===== src/rtl/serial_master_port_if.sv =====
// Host, arbiter and slave-side signals of the serial bus master port.
interface serial_master_port_if #(
  parameter int unsigned ADDR_W  = 12,
  parameter int unsigned DATA_W  = 8,
  parameter int unsigned BURST_W = 12,
  parameter int unsigned SLAVE_W = 2
);
  // host side
  logic               start;
  logic [1:0]         instruction;
  logic [SLAVE_W-1:0] slave_select;
  logic [ADDR_W-1:0]  address;
  logic [BURST_W-1:0] burst_num;
  logic [DATA_W-1:0]  wdata;
  logic               wdata_valid;
  logic               wdata_ready;
  logic [DATA_W-1:0]  rdata;
  logic               rdata_valid;
  logic               host_busy;
  logic               done;
  logic               error;
  // arbiter side
  logic               approval_request;
  logic               approval_grant;
  logic               busy;
  // serial slave side
  logic               tx_slave_select;
  logic               tx_address;
  logic               tx_burst_number;
  logic               tx_data;
  logic               master_valid;
  logic               master_ready;
  logic               write_en;
  logic               read_en;
  logic               slave_ready;
  logic               slave_valid;
  logic               rx_data;
  logic               tx_done;

  modport master (
    input  start, instruction, slave_select, address, burst_num, wdata, wdata_valid,
           approval_grant, busy, slave_ready, slave_valid, rx_data,
    output wdata_ready, rdata, rdata_valid, host_busy, done, error, approval_request,
           tx_slave_select, tx_address, tx_burst_number, tx_data, master_valid,
           master_ready, write_en, read_en, tx_done
  );

  modport slave (
    output start, instruction, slave_select, address, burst_num, wdata, wdata_valid,
           approval_grant, busy, slave_ready, slave_valid, rx_data,
    input  wdata_ready, rdata, rdata_valid, host_busy, done, error, approval_request,
           tx_slave_select, tx_address, tx_burst_number, tx_data, master_valid,
           master_ready, write_en, read_en, tx_done
  );
endinterface


===== src/rtl/serial_master_port.sv =====
// Serial bus master port: request/grant, serial header, multi-word burst transfer.
module serial_master_port #(
  parameter int unsigned ADDR_W        = 12,
  parameter int unsigned DATA_W        = 8,
  parameter int unsigned BURST_W       = 12,
  parameter int unsigned SLAVE_W       = 2,
  parameter int unsigned GRANT_TIMEOUT = 16
) (
  input  logic                 clk,
  input  logic                 reset,
  serial_master_port_if.master bus
);
  localparam int unsigned HL_AB  = (ADDR_W > BURST_W) ? ADDR_W : BURST_W;
  localparam int unsigned HL     = (HL_AB > SLAVE_W) ? HL_AB : SLAVE_W;
  localparam int unsigned HCNT_W = $clog2(HL + 1);
  localparam int unsigned BCNT_W = $clog2(DATA_W + 1);
  localparam int unsigned TCNT_W = $clog2(GRANT_TIMEOUT);

  typedef enum logic [2:0] {
    IDLE     = 3'd0,
    REQ      = 3'd1,
    WAIT_BUS = 3'd2,
    HDR      = 3'd3,
    WR_WAIT  = 3'd4,
    WR_SHIFT = 3'd5,
    RD       = 3'd6,
    DONE     = 3'd7
  } state_t;

  state_t             state;
  logic               is_write;
  logic               hdr_seen;
  logic [SLAVE_W-1:0] sel_sr;
  logic [ADDR_W-1:0]  addr_sr;
  logic [BURST_W-1:0] burst_sr;
  logic [BURST_W-1:0] words;
  logic [TCNT_W-1:0]  wait_cnt;
  logic [HCNT_W-1:0]  hdr_cnt;
  logic [BCNT_W-1:0]  bit_cnt;
  logic [DATA_W-1:0]  wr_sr;
  logic [DATA_W-2:0]  rd_sr;

  logic               approval_request_q, master_valid_q, master_ready_q;
  logic               write_en_q, read_en_q, tx_done_q, done_q, error_q, host_busy_q;
  logic               tx_sel_q, tx_addr_q, tx_burst_q, tx_data_q;
  logic [DATA_W-1:0]  rdata_q;
  logic               rdata_valid_q;

  logic bus_phase_c, grant_lost_c, timeout_c, last_word_c;
  logic wr_last_c, rd_word_c, finish_c, wdata_ready_c, wdata_accept_c;

  // Completion and abort conditions decoded from the current state.
  always_comb begin
    bus_phase_c    = (state == WAIT_BUS) || (state == HDR) || (state == WR_WAIT) ||
                     (state == WR_SHIFT) || (state == RD);
    grant_lost_c   = bus_phase_c && !bus.approval_grant;
    timeout_c      = (state == REQ) && !bus.approval_grant &&
                     (wait_cnt == TCNT_W'(GRANT_TIMEOUT - 1));
    last_word_c    = (words == BURST_W'(1));
    wr_last_c      = (state == WR_SHIFT) && (bit_cnt == BCNT_W'(DATA_W)) && last_word_c;
    rd_word_c      = (state == RD) && bus.slave_valid && (bit_cnt == BCNT_W'(DATA_W - 1));
    finish_c       = grant_lost_c || timeout_c || wr_last_c || (rd_word_c && last_word_c);
    wdata_ready_c  = (state == WR_WAIT) && bus.slave_ready;
    wdata_accept_c = wdata_ready_c && bus.wdata_valid;
  end

  // Transaction FSM with registered outputs; the finish block overrides the case.
  always_ff @(posedge clk or negedge reset) begin
    if (!reset) begin
      state              <= IDLE;
      is_write           <= 1'b0;
      hdr_seen           <= 1'b0;
      sel_sr             <= '0;
      addr_sr            <= '0;
      burst_sr           <= '0;
      words              <= '0;
      wait_cnt           <= '0;
      hdr_cnt            <= '0;
      bit_cnt            <= '0;
      wr_sr              <= '0;
      rd_sr              <= '0;
      approval_request_q <= 1'b0;
      master_valid_q     <= 1'b0;
      master_ready_q     <= 1'b0;
      write_en_q         <= 1'b0;
      read_en_q          <= 1'b0;
      tx_done_q          <= 1'b0;
      done_q             <= 1'b0;
      error_q            <= 1'b0;
      host_busy_q        <= 1'b0;
      tx_sel_q           <= 1'b0;
      tx_addr_q          <= 1'b0;
      tx_burst_q         <= 1'b0;
      tx_data_q          <= 1'b0;
      rdata_q            <= '0;
      rdata_valid_q      <= 1'b0;
    end else begin
      done_q         <= 1'b0;
      tx_done_q      <= 1'b0;
      rdata_valid_q  <= 1'b0;
      master_valid_q <= 1'b0;
      tx_sel_q       <= 1'b0;
      tx_addr_q      <= 1'b0;
      tx_burst_q     <= 1'b0;
      tx_data_q      <= 1'b0;

      case (state)
        IDLE: begin
          if (bus.start && (bus.instruction == 2'b01 || bus.instruction == 2'b10)) begin
            is_write           <= (bus.instruction == 2'b10);
            sel_sr             <= bus.slave_select;
            addr_sr            <= bus.address;
            burst_sr           <= bus.burst_num;
            words              <= (bus.burst_num == '0) ? BURST_W'(1) : bus.burst_num;
            wait_cnt           <= '0;
            hdr_seen           <= 1'b0;
            error_q            <= 1'b0;
            approval_request_q <= 1'b1;
            host_busy_q        <= 1'b1;
            state              <= REQ;
          end
        end
        REQ: begin
          if (bus.approval_grant) state <= WAIT_BUS;
          else                    wait_cnt <= wait_cnt + TCNT_W'(1);
        end
        WAIT_BUS: begin
          if (!bus.busy) begin
            state          <= HDR;
            hdr_seen       <= 1'b1;
            hdr_cnt        <= HCNT_W'(1);
            master_valid_q <= 1'b1;
            write_en_q     <= is_write;
            read_en_q      <= !is_write;
            tx_sel_q       <= sel_sr[0];
            tx_addr_q      <= addr_sr[0];
            tx_burst_q     <= burst_sr[0];
            sel_sr         <= sel_sr >> 1;
            addr_sr        <= addr_sr >> 1;
            burst_sr       <= burst_sr >> 1;
          end
        end
        HDR: begin
          if (hdr_cnt == HCNT_W'(HL)) begin
            bit_cnt <= '0;
            if (is_write) begin
              state <= WR_WAIT;
            end else begin
              state          <= RD;
              master_ready_q <= 1'b1;
            end
          end else begin
            master_valid_q <= 1'b1;
            tx_sel_q       <= sel_sr[0];
            tx_addr_q      <= addr_sr[0];
            tx_burst_q     <= burst_sr[0];
            sel_sr         <= sel_sr >> 1;
            addr_sr        <= addr_sr >> 1;
            burst_sr       <= burst_sr >> 1;
            hdr_cnt        <= hdr_cnt + HCNT_W'(1);
          end
        end
        WR_WAIT: begin
          if (wdata_accept_c) begin
            state          <= WR_SHIFT;
            master_valid_q <= 1'b1;
            tx_data_q      <= bus.wdata[0];
            wr_sr          <= bus.wdata >> 1;
            bit_cnt        <= BCNT_W'(1);
          end
        end
        WR_SHIFT: begin
          if (bit_cnt == BCNT_W'(DATA_W)) begin
            words <= words - BURST_W'(1);
            state <= WR_WAIT;
          end else begin
            master_valid_q <= 1'b1;
            tx_data_q      <= wr_sr[0];
            wr_sr          <= wr_sr >> 1;
            bit_cnt        <= bit_cnt + BCNT_W'(1);
          end
        end
        RD: begin
          if (bus.slave_valid) begin
            if (rd_word_c) begin
              rdata_q       <= {bus.rx_data, rd_sr};
              rdata_valid_q <= 1'b1;
              rd_sr         <= '0;
              bit_cnt       <= '0;
              words         <= words - BURST_W'(1);
            end else begin
              rd_sr   <= {bus.rx_data, rd_sr[DATA_W-2:1]};
              bit_cnt <= bit_cnt + BCNT_W'(1);
            end
          end
        end
        DONE: begin
          host_busy_q <= 1'b0;
          state       <= IDLE;
        end
        default: state <= IDLE;
      endcase

      // Enter DONE: release the bus, report status, drop any partial word.
      if (finish_c) begin
        state              <= DONE;
        done_q             <= 1'b1;
        error_q            <= grant_lost_c || timeout_c;
        tx_done_q          <= hdr_seen;
        approval_request_q <= 1'b0;
        master_ready_q     <= 1'b0;
        write_en_q         <= 1'b0;
        read_en_q          <= 1'b0;
        master_valid_q     <= 1'b0;
        tx_sel_q           <= 1'b0;
        tx_addr_q          <= 1'b0;
        tx_burst_q         <= 1'b0;
        tx_data_q          <= 1'b0;
        bit_cnt            <= '0;
        rd_sr              <= '0;
        if (grant_lost_c) rdata_valid_q <= 1'b0;
      end
    end
  end

  assign bus.wdata_ready      = wdata_ready_c;
  assign bus.rdata            = rdata_q;
  assign bus.rdata_valid      = rdata_valid_q;
  assign bus.host_busy        = host_busy_q;
  assign bus.done             = done_q;
  assign bus.error            = error_q;
  assign bus.approval_request = approval_request_q;
  assign bus.tx_slave_select  = tx_sel_q;
  assign bus.tx_address       = tx_addr_q;
  assign bus.tx_burst_number  = tx_burst_q;
  assign bus.tx_data          = tx_data_q;
  assign bus.master_valid     = master_valid_q;
  assign bus.master_ready     = master_ready_q;
  assign bus.write_en         = write_en_q;
  assign bus.read_en          = read_en_q;
  assign bus.tx_done          = tx_done_q;
endmodule


===== src/flat_wrapper.sv =====
// flat-port wrapper written by rule: the top's interface ports become plain ports
module serial_master_port_flat 
#(
  parameter int unsigned ADDR_W        = 12,
  parameter int unsigned DATA_W        = 8,
  parameter int unsigned BURST_W       = 12,
  parameter int unsigned SLAVE_W       = 2,
  parameter int unsigned GRANT_TIMEOUT = 16
)
  (clk, reset, bus_start, bus_instruction, bus_slave_select, bus_address, bus_burst_num, bus_wdata, bus_wdata_valid, bus_approval_grant, bus_busy, bus_slave_ready, bus_slave_valid, bus_rx_data, bus_wdata_ready, bus_rdata, bus_rdata_valid, bus_host_busy, bus_done, bus_error, bus_approval_request, bus_tx_slave_select, bus_tx_address, bus_tx_burst_number, bus_tx_data, bus_master_valid, bus_master_ready, bus_write_en, bus_read_en, bus_tx_done);
  serial_master_port_if #(.ADDR_W(ADDR_W), .DATA_W(DATA_W), .BURST_W(BURST_W), .SLAVE_W(SLAVE_W)) bus_i ();
  input  logic clk;
  input  logic reset;
  input wire logic [$bits(bus_i.start)-1:0] bus_start;
  input wire logic [$bits(bus_i.instruction)-1:0] bus_instruction;
  input wire logic [$bits(bus_i.slave_select)-1:0] bus_slave_select;
  input wire logic [$bits(bus_i.address)-1:0] bus_address;
  input wire logic [$bits(bus_i.burst_num)-1:0] bus_burst_num;
  input wire logic [$bits(bus_i.wdata)-1:0] bus_wdata;
  input wire logic [$bits(bus_i.wdata_valid)-1:0] bus_wdata_valid;
  input wire logic [$bits(bus_i.approval_grant)-1:0] bus_approval_grant;
  input wire logic [$bits(bus_i.busy)-1:0] bus_busy;
  input wire logic [$bits(bus_i.slave_ready)-1:0] bus_slave_ready;
  input wire logic [$bits(bus_i.slave_valid)-1:0] bus_slave_valid;
  input wire logic [$bits(bus_i.rx_data)-1:0] bus_rx_data;
  output wire logic [$bits(bus_i.wdata_ready)-1:0] bus_wdata_ready;
  output wire logic [$bits(bus_i.rdata)-1:0] bus_rdata;
  output wire logic [$bits(bus_i.rdata_valid)-1:0] bus_rdata_valid;
  output wire logic [$bits(bus_i.host_busy)-1:0] bus_host_busy;
  output wire logic [$bits(bus_i.done)-1:0] bus_done;
  output wire logic [$bits(bus_i.error)-1:0] bus_error;
  output wire logic [$bits(bus_i.approval_request)-1:0] bus_approval_request;
  output wire logic [$bits(bus_i.tx_slave_select)-1:0] bus_tx_slave_select;
  output wire logic [$bits(bus_i.tx_address)-1:0] bus_tx_address;
  output wire logic [$bits(bus_i.tx_burst_number)-1:0] bus_tx_burst_number;
  output wire logic [$bits(bus_i.tx_data)-1:0] bus_tx_data;
  output wire logic [$bits(bus_i.master_valid)-1:0] bus_master_valid;
  output wire logic [$bits(bus_i.master_ready)-1:0] bus_master_ready;
  output wire logic [$bits(bus_i.write_en)-1:0] bus_write_en;
  output wire logic [$bits(bus_i.read_en)-1:0] bus_read_en;
  output wire logic [$bits(bus_i.tx_done)-1:0] bus_tx_done;
  assign bus_i.start = bus_start;
  assign bus_i.instruction = bus_instruction;
  assign bus_i.slave_select = bus_slave_select;
  assign bus_i.address = bus_address;
  assign bus_i.burst_num = bus_burst_num;
  assign bus_i.wdata = bus_wdata;
  assign bus_i.wdata_valid = bus_wdata_valid;
  assign bus_i.approval_grant = bus_approval_grant;
  assign bus_i.busy = bus_busy;
  assign bus_i.slave_ready = bus_slave_ready;
  assign bus_i.slave_valid = bus_slave_valid;
  assign bus_i.rx_data = bus_rx_data;
  assign bus_wdata_ready = bus_i.wdata_ready;
  assign bus_rdata = bus_i.rdata;
  assign bus_rdata_valid = bus_i.rdata_valid;
  assign bus_host_busy = bus_i.host_busy;
  assign bus_done = bus_i.done;
  assign bus_error = bus_i.error;
  assign bus_approval_request = bus_i.approval_request;
  assign bus_tx_slave_select = bus_i.tx_slave_select;
  assign bus_tx_address = bus_i.tx_address;
  assign bus_tx_burst_number = bus_i.tx_burst_number;
  assign bus_tx_data = bus_i.tx_data;
  assign bus_master_valid = bus_i.master_valid;
  assign bus_master_ready = bus_i.master_ready;
  assign bus_write_en = bus_i.write_en;
  assign bus_read_en = bus_i.read_en;
  assign bus_tx_done = bus_i.tx_done;
  serial_master_port #(.ADDR_W(ADDR_W), .DATA_W(DATA_W), .BURST_W(BURST_W), .SLAVE_W(SLAVE_W), .GRANT_TIMEOUT(GRANT_TIMEOUT)) u_core (.clk(clk), .reset(reset), .bus(bus_i));
endmodule

===== config.mk =====
export PLATFORM = sky130hd
export DESIGN_NAME = serial_master_port_flat
export DESIGN_NICKNAME = d
export VERILOG_FILES = /design/src/rtl/serial_master_port_if.sv /design/src/rtl/serial_master_port.sv /design/src/flat_wrapper.sv
export SDC_FILE = /design/constraint.sdc
export NUM_CORES = 1
export LEC_CHECK = 0
export ABC_AREA = 1
export CAP_MARGIN = 15
export CORE_MARGIN = 1
export CORE_UTILIZATION = 35
export DETAILED_ROUTE_END_ITERATION = 10
export PLACE_DENSITY = 0.57
export SYNTH_ARGS = -nofsm -noshare
export SYNTH_HDL_FRONTEND = slang
export SYNTH_SLANG_ARGS = --single-unit

===== constraint.sdc =====
create_clock -name clk -period 2.7 [get_ports clk]
set_clock_uncertainty 0.15 [all_clocks]
set_input_delay 0.405 -clock clk [delete_from_list [all_inputs] [get_ports clk]]
set_output_delay 0.405 -clock clk [all_outputs]
set_load 0.05 [all_outputs]

# Word-level counts from Yosys, hierarchy flattened

Index checks and enable logic that the tools add are counted.

Add/subtract/negate cells: 4
Equality and inequality tests: 33
Mux-type cells: 95
Reduce and logical (&&, ||, !) cells: 54

Operator list:

| cell                                                                     | number |
|---|---|
| 12-bit two-way mux                                                       | 11 |
| 12-bit case mux with 3 select lines                                      | 3 |
| 1-bit two-way mux                                                        | 41 |
| 4-bit two-way mux                                                        | 10 |
| 7-bit two-way mux                                                        | 4 |
| 2-bit nonzero test                                                       | 12 |
| 3-bit two-way mux                                                        | 7 |
| 3-bit case mux with 7 select lines                                       | 1 |
| 3-bit by 2-bit inequality test with 1-bit output (second input constant) | 6 |
| 3-bit AND reduction                                                      | 6 |
| 8-bit two-way mux                                                        | 2 |
| 4-bit case mux with 2 select lines                                       | 2 |
| 4-bit case mux with 4 select lines                                       | 1 |
| 8-bit case mux with 2 select lines                                       | 1 |
| 2-bit inequality test (second input constant)                            | 7 |
| 4-bit by 1-bit adder with 4-bit output (second input constant)           | 3 |
| 12-bit by 1-bit equality test with 1-bit output (second input constant)  | 1 |
| 3-bit equality test (second input constant)                              | 4 |
| 4-bit equality test (second input constant)                              | 3 |
| 12-bit logical NOT                                                       | 1 |
| 1-bit case mux with 2 select lines                                       | 6 |
| 12-bit by 1-bit subtractor with 12-bit output (second input constant)    | 1 |
| 1-bit logical AND                                                        | 11 |
| 2-bit AND reduction                                                      | 5 |
| 19 further kinds                                                         | 37 |

Register bits: 92
Input port bits: 45
Output and inout port bits: 23
Logic and storage cells: 213

# Logic depth before layout (Yosys ltp)

Word-level depth: 11
Gate-level depth with buffers: 11
Depth with buffers taken out: 11

# Worst setup path before layout

OpenSTA, ideal clock, no wires.

Kind: reg2out
Start point: reg u_core.state[1]
End point: out bus_wdata_ready
Data arrival time: 1.413 ns
Required time: 2.145 ns
Path slack: 0.732 ns
Cell stages (with the launch flop): 4
Buffers on the path: 0
Cells stage by stage: dfrtp_1 > nor2_4 > nand2_1 > nor2_1

Word-level cells in the longest chain between the ends: 2

RTL lines:

| element                | line                      | RTL |
|---|---|---|
| from (decl)            | serial_master_port.sv:30  | `state_t state;` |
| from (signal assigned) | serial_master_port.sv:70  | `state <= IDLE;` |
| from (signal assigned) | serial_master_port.sv:120 | `state <= REQ;` |
| from (signal assigned) | serial_master_port.sv:124 | `if (bus.approval_grant) state <= WAIT_BUS;` |
| 3-bit equality test    | serial_master_port.sv:63  | `wdata_ready_c = (state == WR_WAIT) && bus.slave_ready;` |
| 1-bit logical AND      | serial_master_port.sv:63  |  |
| to (decl)              | flat_wrapper.sv:26        | `output wire logic [$bits(bus_i.wdata_ready)-1:0] bus_wdata_ready;` |

No other way between the ends.

# Final worst setup path

Start point: reg u_core.bit_cnt[0]
End point: reg u_core.tx_sel_q (netlist: u_core.bus.tx_slave_select)

Word-level cells in the longest chain between the ends: 6
Elaborated cells between the ends (all ways): 9
Classes of those cells: eq/ne (2); mux (1); reduce/logical (6)

RTL lines:

| element                         | line                      | RTL |
|---|---|---|
| from (decl)                     | serial_master_port.sv:39  | `logic [BCNT_W-1:0] bit_cnt;` |
| from (signal assigned)          | serial_master_port.sv:180 | `bit_cnt <= bit_cnt + BCNT_W'(1);` |
| from (signal assigned)          | serial_master_port.sv:193 | `bit_cnt <= bit_cnt + BCNT_W'(1);` |
| 4-bit equality test             | serial_master_port.sv:60  | `wr_last_c = (state == WR_SHIFT) && (bit_cnt == BCNT_W'(DATA_W)) && last_word_c;` |
| 1-bit logical AND (2 in series) | serial_master_port.sv:60  |  |
| 1-bit logical OR                | serial_master_port.sv:62  | `finish_c = grant_lost_c \|\| timeout_c \|\| wr_last_c \|\| (rd_word_c && last_word_c);` |
| 1-bit logical OR (*)            | serial_master_port.sv:62  |  |
| 1-bit two-way mux (*)           | serial_master_port.sv:205 | `if (finish_c) begin` |
| to (signal assigned)            | serial_master_port.sv:135 | `tx_sel_q <= sel_sr[0];` |
| to (signal assigned)            | serial_master_port.sv:154 | `tx_sel_q <= sel_sr[0];` |
| to (decl)                       | serial_master_port.sv:45  | `logic tx_sel_q, tx_addr_q, tx_burst_q, tx_data_q;` |

Mark *: on every way between the ends. The rest lies on a longest branch, timed or not.
A chain may end at the register's enable or synchronous reset.

==> impl_metrics.py <==
metrics = {
    "logic_synthesis": {
        "synth_fp_nets": 710,
        "syn_inst": 655,
        "syn_area_um2": 4880,
        "syn_area_per_cell_um2": 7.45,
        "synth_cell_types": 33,
        "ys_ff_latch": 91,
        "yosysWarnings": 0,
        "synth-seq-area-share_pct": 46.6,
    },
    "floorplanning": {
        "die_w_um": 120,
        "start_util_pct": 36.4,
        "pin_count": 68,
        "core-area_um2": 13400,
        "die_h_um": 120,
        "fp-row-count": 42,
        "dieArea_um2": 14400,
    },
    "sta": {
        "finalCritPeriodShare_pct": 82.7,
        "setup_viol_count_final": 0,
        "holdWs_ns": 0.320,
        "rsz0062_at_grt": "no",
        "fin_setup_tns_ns": 0,
        "fmax_ghz": 0.448,
        "fin_crit_ns": 2.23,
        "worst_pin_slew_ns": 0.571,
        "slew_headroom_pct": 61.9,
        "slew_viol_final": 0,
        "hold_violations": 0,
    },
    "critical_path": {
        "cp_common_cell": "nand2_2",
        "cp_cell_sequence": "ha_1 > nand3_1 > inv_1 > nand2_2 > nand2_2 > nand2_2 > nand2_4 > nor3_1",
        "critical_path_peak_fanout": 16,
        "path_class": "reg -> reg",
        "reg2reg_setup_slack_ns": 0.47,
        "cp-end-kind": "flop",
        "slowest_stage": "dfrtp_1",
        "max_stage_delay_ns": 0.42,
        "worst-endpoint-required_ns": 2.79,
        "arrival_ns": 2.33,
        "worstSetupStartpointType": "flop",
    },
    "routing": {
        "wl_mm": 11.4,
        "wl_per_cell_um": 12.7,
        "dr_total_vias": 4274,
        "ant_nets": 0,
        "drc": 0,
        "drtIter0Drc": 317,
        "vias_per_cell": 4.74,
        "firstDrtPassIters": 4,
    },
    "cts": {
        "clk_pin_slew_worst_paths_ns": 0.06,
        "cts_tree": "built",
        "cts_resized": 0,
        "cts_max_level": 3,
        "clkLatencyLatePin_ns": 0.35,
        "cts_sinks": 91,
        "clockBufferDepth": 2,
        "root_buffer": "clkbuf_16",
        "cts_made_buffers": 9,
    },
    "placed_design": {
        "dp_hpwl_mm": 8.24,
        "place.gp.congestion": 0.861,
        "port_buffers": 67,
    },
    "global_route": {
        "grt_pass1_vias": 4176,
        "grt_max_degree": 50,
        "grt.overflow.total": 0,
        "grt_pass1_wl_mm": 19.4,
        "grt_use_total_pct": 17.0,
        "antenna_found_initial": 0,
    },
    "cells_and_area": {
        "multi_input_area_um2": 2190,
        "n_antenna_cell": 0,
        "n_fill_cell": 1387,
        "layout.nets": 775,
        "drive_gt1_share_pct": 7.31,
        "final_util_pct": 44.9,
        "syn_to_final_growth_pct": 23.1,
        "regArea_um2": 2280,
    },
    "power_and_ir_drop": {
        "seq_power_share_pct": 34.3,
        "power_switching_mw": 2.82,
        "vdd_drop_max_v": 0.000405,
        "p_leak_nw": 2.99,
        "combPwrFrac_pct": 45.6,
        "clockPowerShare_pct": 20.1,
        "p_per_area_nw_per_um2": 1060,
        "sw_frac_of_total_pct": 44.4,
        "internal_power_mw": 3.54,
    },
    "min_path": {
        "hold_path.class": "reg -> reg",
    },
    "outcome": {
        "outcome": "finished clean",
    },
    "flow_run": {
        "drv_cap": 0,
    },
}
==> flip-flops by register name (all words and copies together), names as in the netlist, 4 cells and up <==
register / count
u_core.addr_sr: 12
u_core.burst_sr: 12
u_core.words: 12
u_core.bus.rdata: 8
u_core.rd_sr: 7
u_core.wr_sr: 7
u_core.bit_cnt: 4
u_core.hdr_cnt: 4
u_core.wait_cnt: 4
==> kinds of logic (layout without fill, tap and decap cells) <==
| logic type | count (synthesis) | after routing | share of synthesized area (%) |
|---|---|---|---|
| flip-flops | 91 | 91 | 46.6 |
| AND/OR/NAND/NOR | 371 | 371 | 32.2 |
| buffers and inverters | 97 | 167 | 8.41 |
| AO/OA/AOI/OAI | 82 | 82 | 9.46 |
| adder cells (fa/ha/maj) | 10 | 10 | 2.56 |
| XOR/XNOR | 4 | 4 | 0.718 |
==> through the flow <==
| step | cells | instance area (µm²) | setup WS [ns] | power (mW) |
|---|---|---|---|---|
| 2_1_floorplan | 655 | 4880 | 0.732 | 4.41 |
| 3_3_place_gp | 884 | 5700 | 0.258 | 5.03 |
| 3_5_place_dp | 884 | 5700 | 0.197 | 5.12 |
| 4_1_cts | 901 | 6010 | 0.420 | 6.43 |
| 5_1_grt | 901 | 6010 | 0.242 | 6.95 |
| 6_report | 901 | 6010 | 0.466 | 6.36 |
==> cell type report <==
type,count,share of cell area (%)
multi-input cells,467,36.5
flip-flops and latches,91,37.9
well taps,176,3.66
repair buffers,74,12.2
clock inverters,3,0.791
clock buffers,13,4.16
inverters,77,4.81
==> power groups by stage <==
| stage | Clock (mW) | Combinational [mW] | Sequential [mW] |
|---|---|---|---|
| 2_1_floorplan | 0 | 2.19 | 2.23 |
| 3_3_place_gp | 0 | 2.84 | 2.19 |
| 3_5_place_dp | 0 | 2.92 | 2.20 |
| 4_1_cts | 1.32 | 2.93 | 2.18 |
| 5_1_grt | 1.38 | 3.34 | 2.24 |
| 6_report | 1.28 | 2.90 | 2.18 |
==> worst max-delay path: cells and delay by family, from the launching register on <==
family,cells,cell delay [ns]
fa+ha+maj,1,0.25
buf+inv,1,0.13
flops,1,0.42
simple gates,6,1.18
==> routing by layer <==
metal	track usage, %	share of wire (%)
met1	22.0	47
met3	3.52	3.5
met4	7.50	2.3
met2	27.4	47
met5	0	0
==> Yosys cell counts, drive strengths merged <==
master    n  area, µm²
a21boi    1       7.51
o21ai    61        313
a21oi    17        119
nand4     9       56.3
clkbuf    9       33.8
xor2      4       35.0
nand3    41        235
nand3b    1       7.51
ha       10        125
a22oi     1       7.51
nand2   250        956
nor3     11       66.3
nor2     58        245
and3      1       6.26
o21a      1       7.51
buf      11       87.6
o211ai    1       7.51
inv      77        289
dfrtp    91       2280
==> final timing paths <==
kind | cells after the start | end | start
max in group asynchronous | 3 | u_core.bus.tx_slave_select | reset
max reg2reg | 8 | u_core.bus.tx_slave_select | u_core.bit_cnt[0]
min in group asynchronous | 2 | u_core.hdr_cnt[1] | reset
max | 8 | u_core.bus.tx_slave_select | u_core.bit_cnt[0]
min reg2reg | 2 | u_core.bus.rdata[7] | u_core.bus.rdata[7]
min | 2 | u_core.bus.rdata[7] | u_core.bus.rdata[7]
==> layout by cell type (no fill, tap or decap), types with 2 or more instances in the layout <==
cell and count:
buf_4 7, a21oi_2 6, o21ai_1 8, nand2_1 245
ha_1 10, nand2_2 4, nor2_2 5, nor3_1 10
xor2_1 4, clkbuf_16 9, nand4_1 9, clkinv_4 2
clkdlybuf4s50_1 65, inv_2 7, nor2_1 51, nand3_1 38
nand3_4 2, inv_1 70, clkbuf_1 3, dfrtp_1 91
o21ai_0 51, nor2_4 2, o21ai_2 2, a21oi_1 10
==> timing repair <==
item                                    in CTS  in global routing
buffers inserted                             0                  0
endpoints found under the setup margin       0                  0
endpoints found under the hold margin       42                  0
hold buffers                                 1                  0
Note: power is estimated with default switching activity, not from simulation.
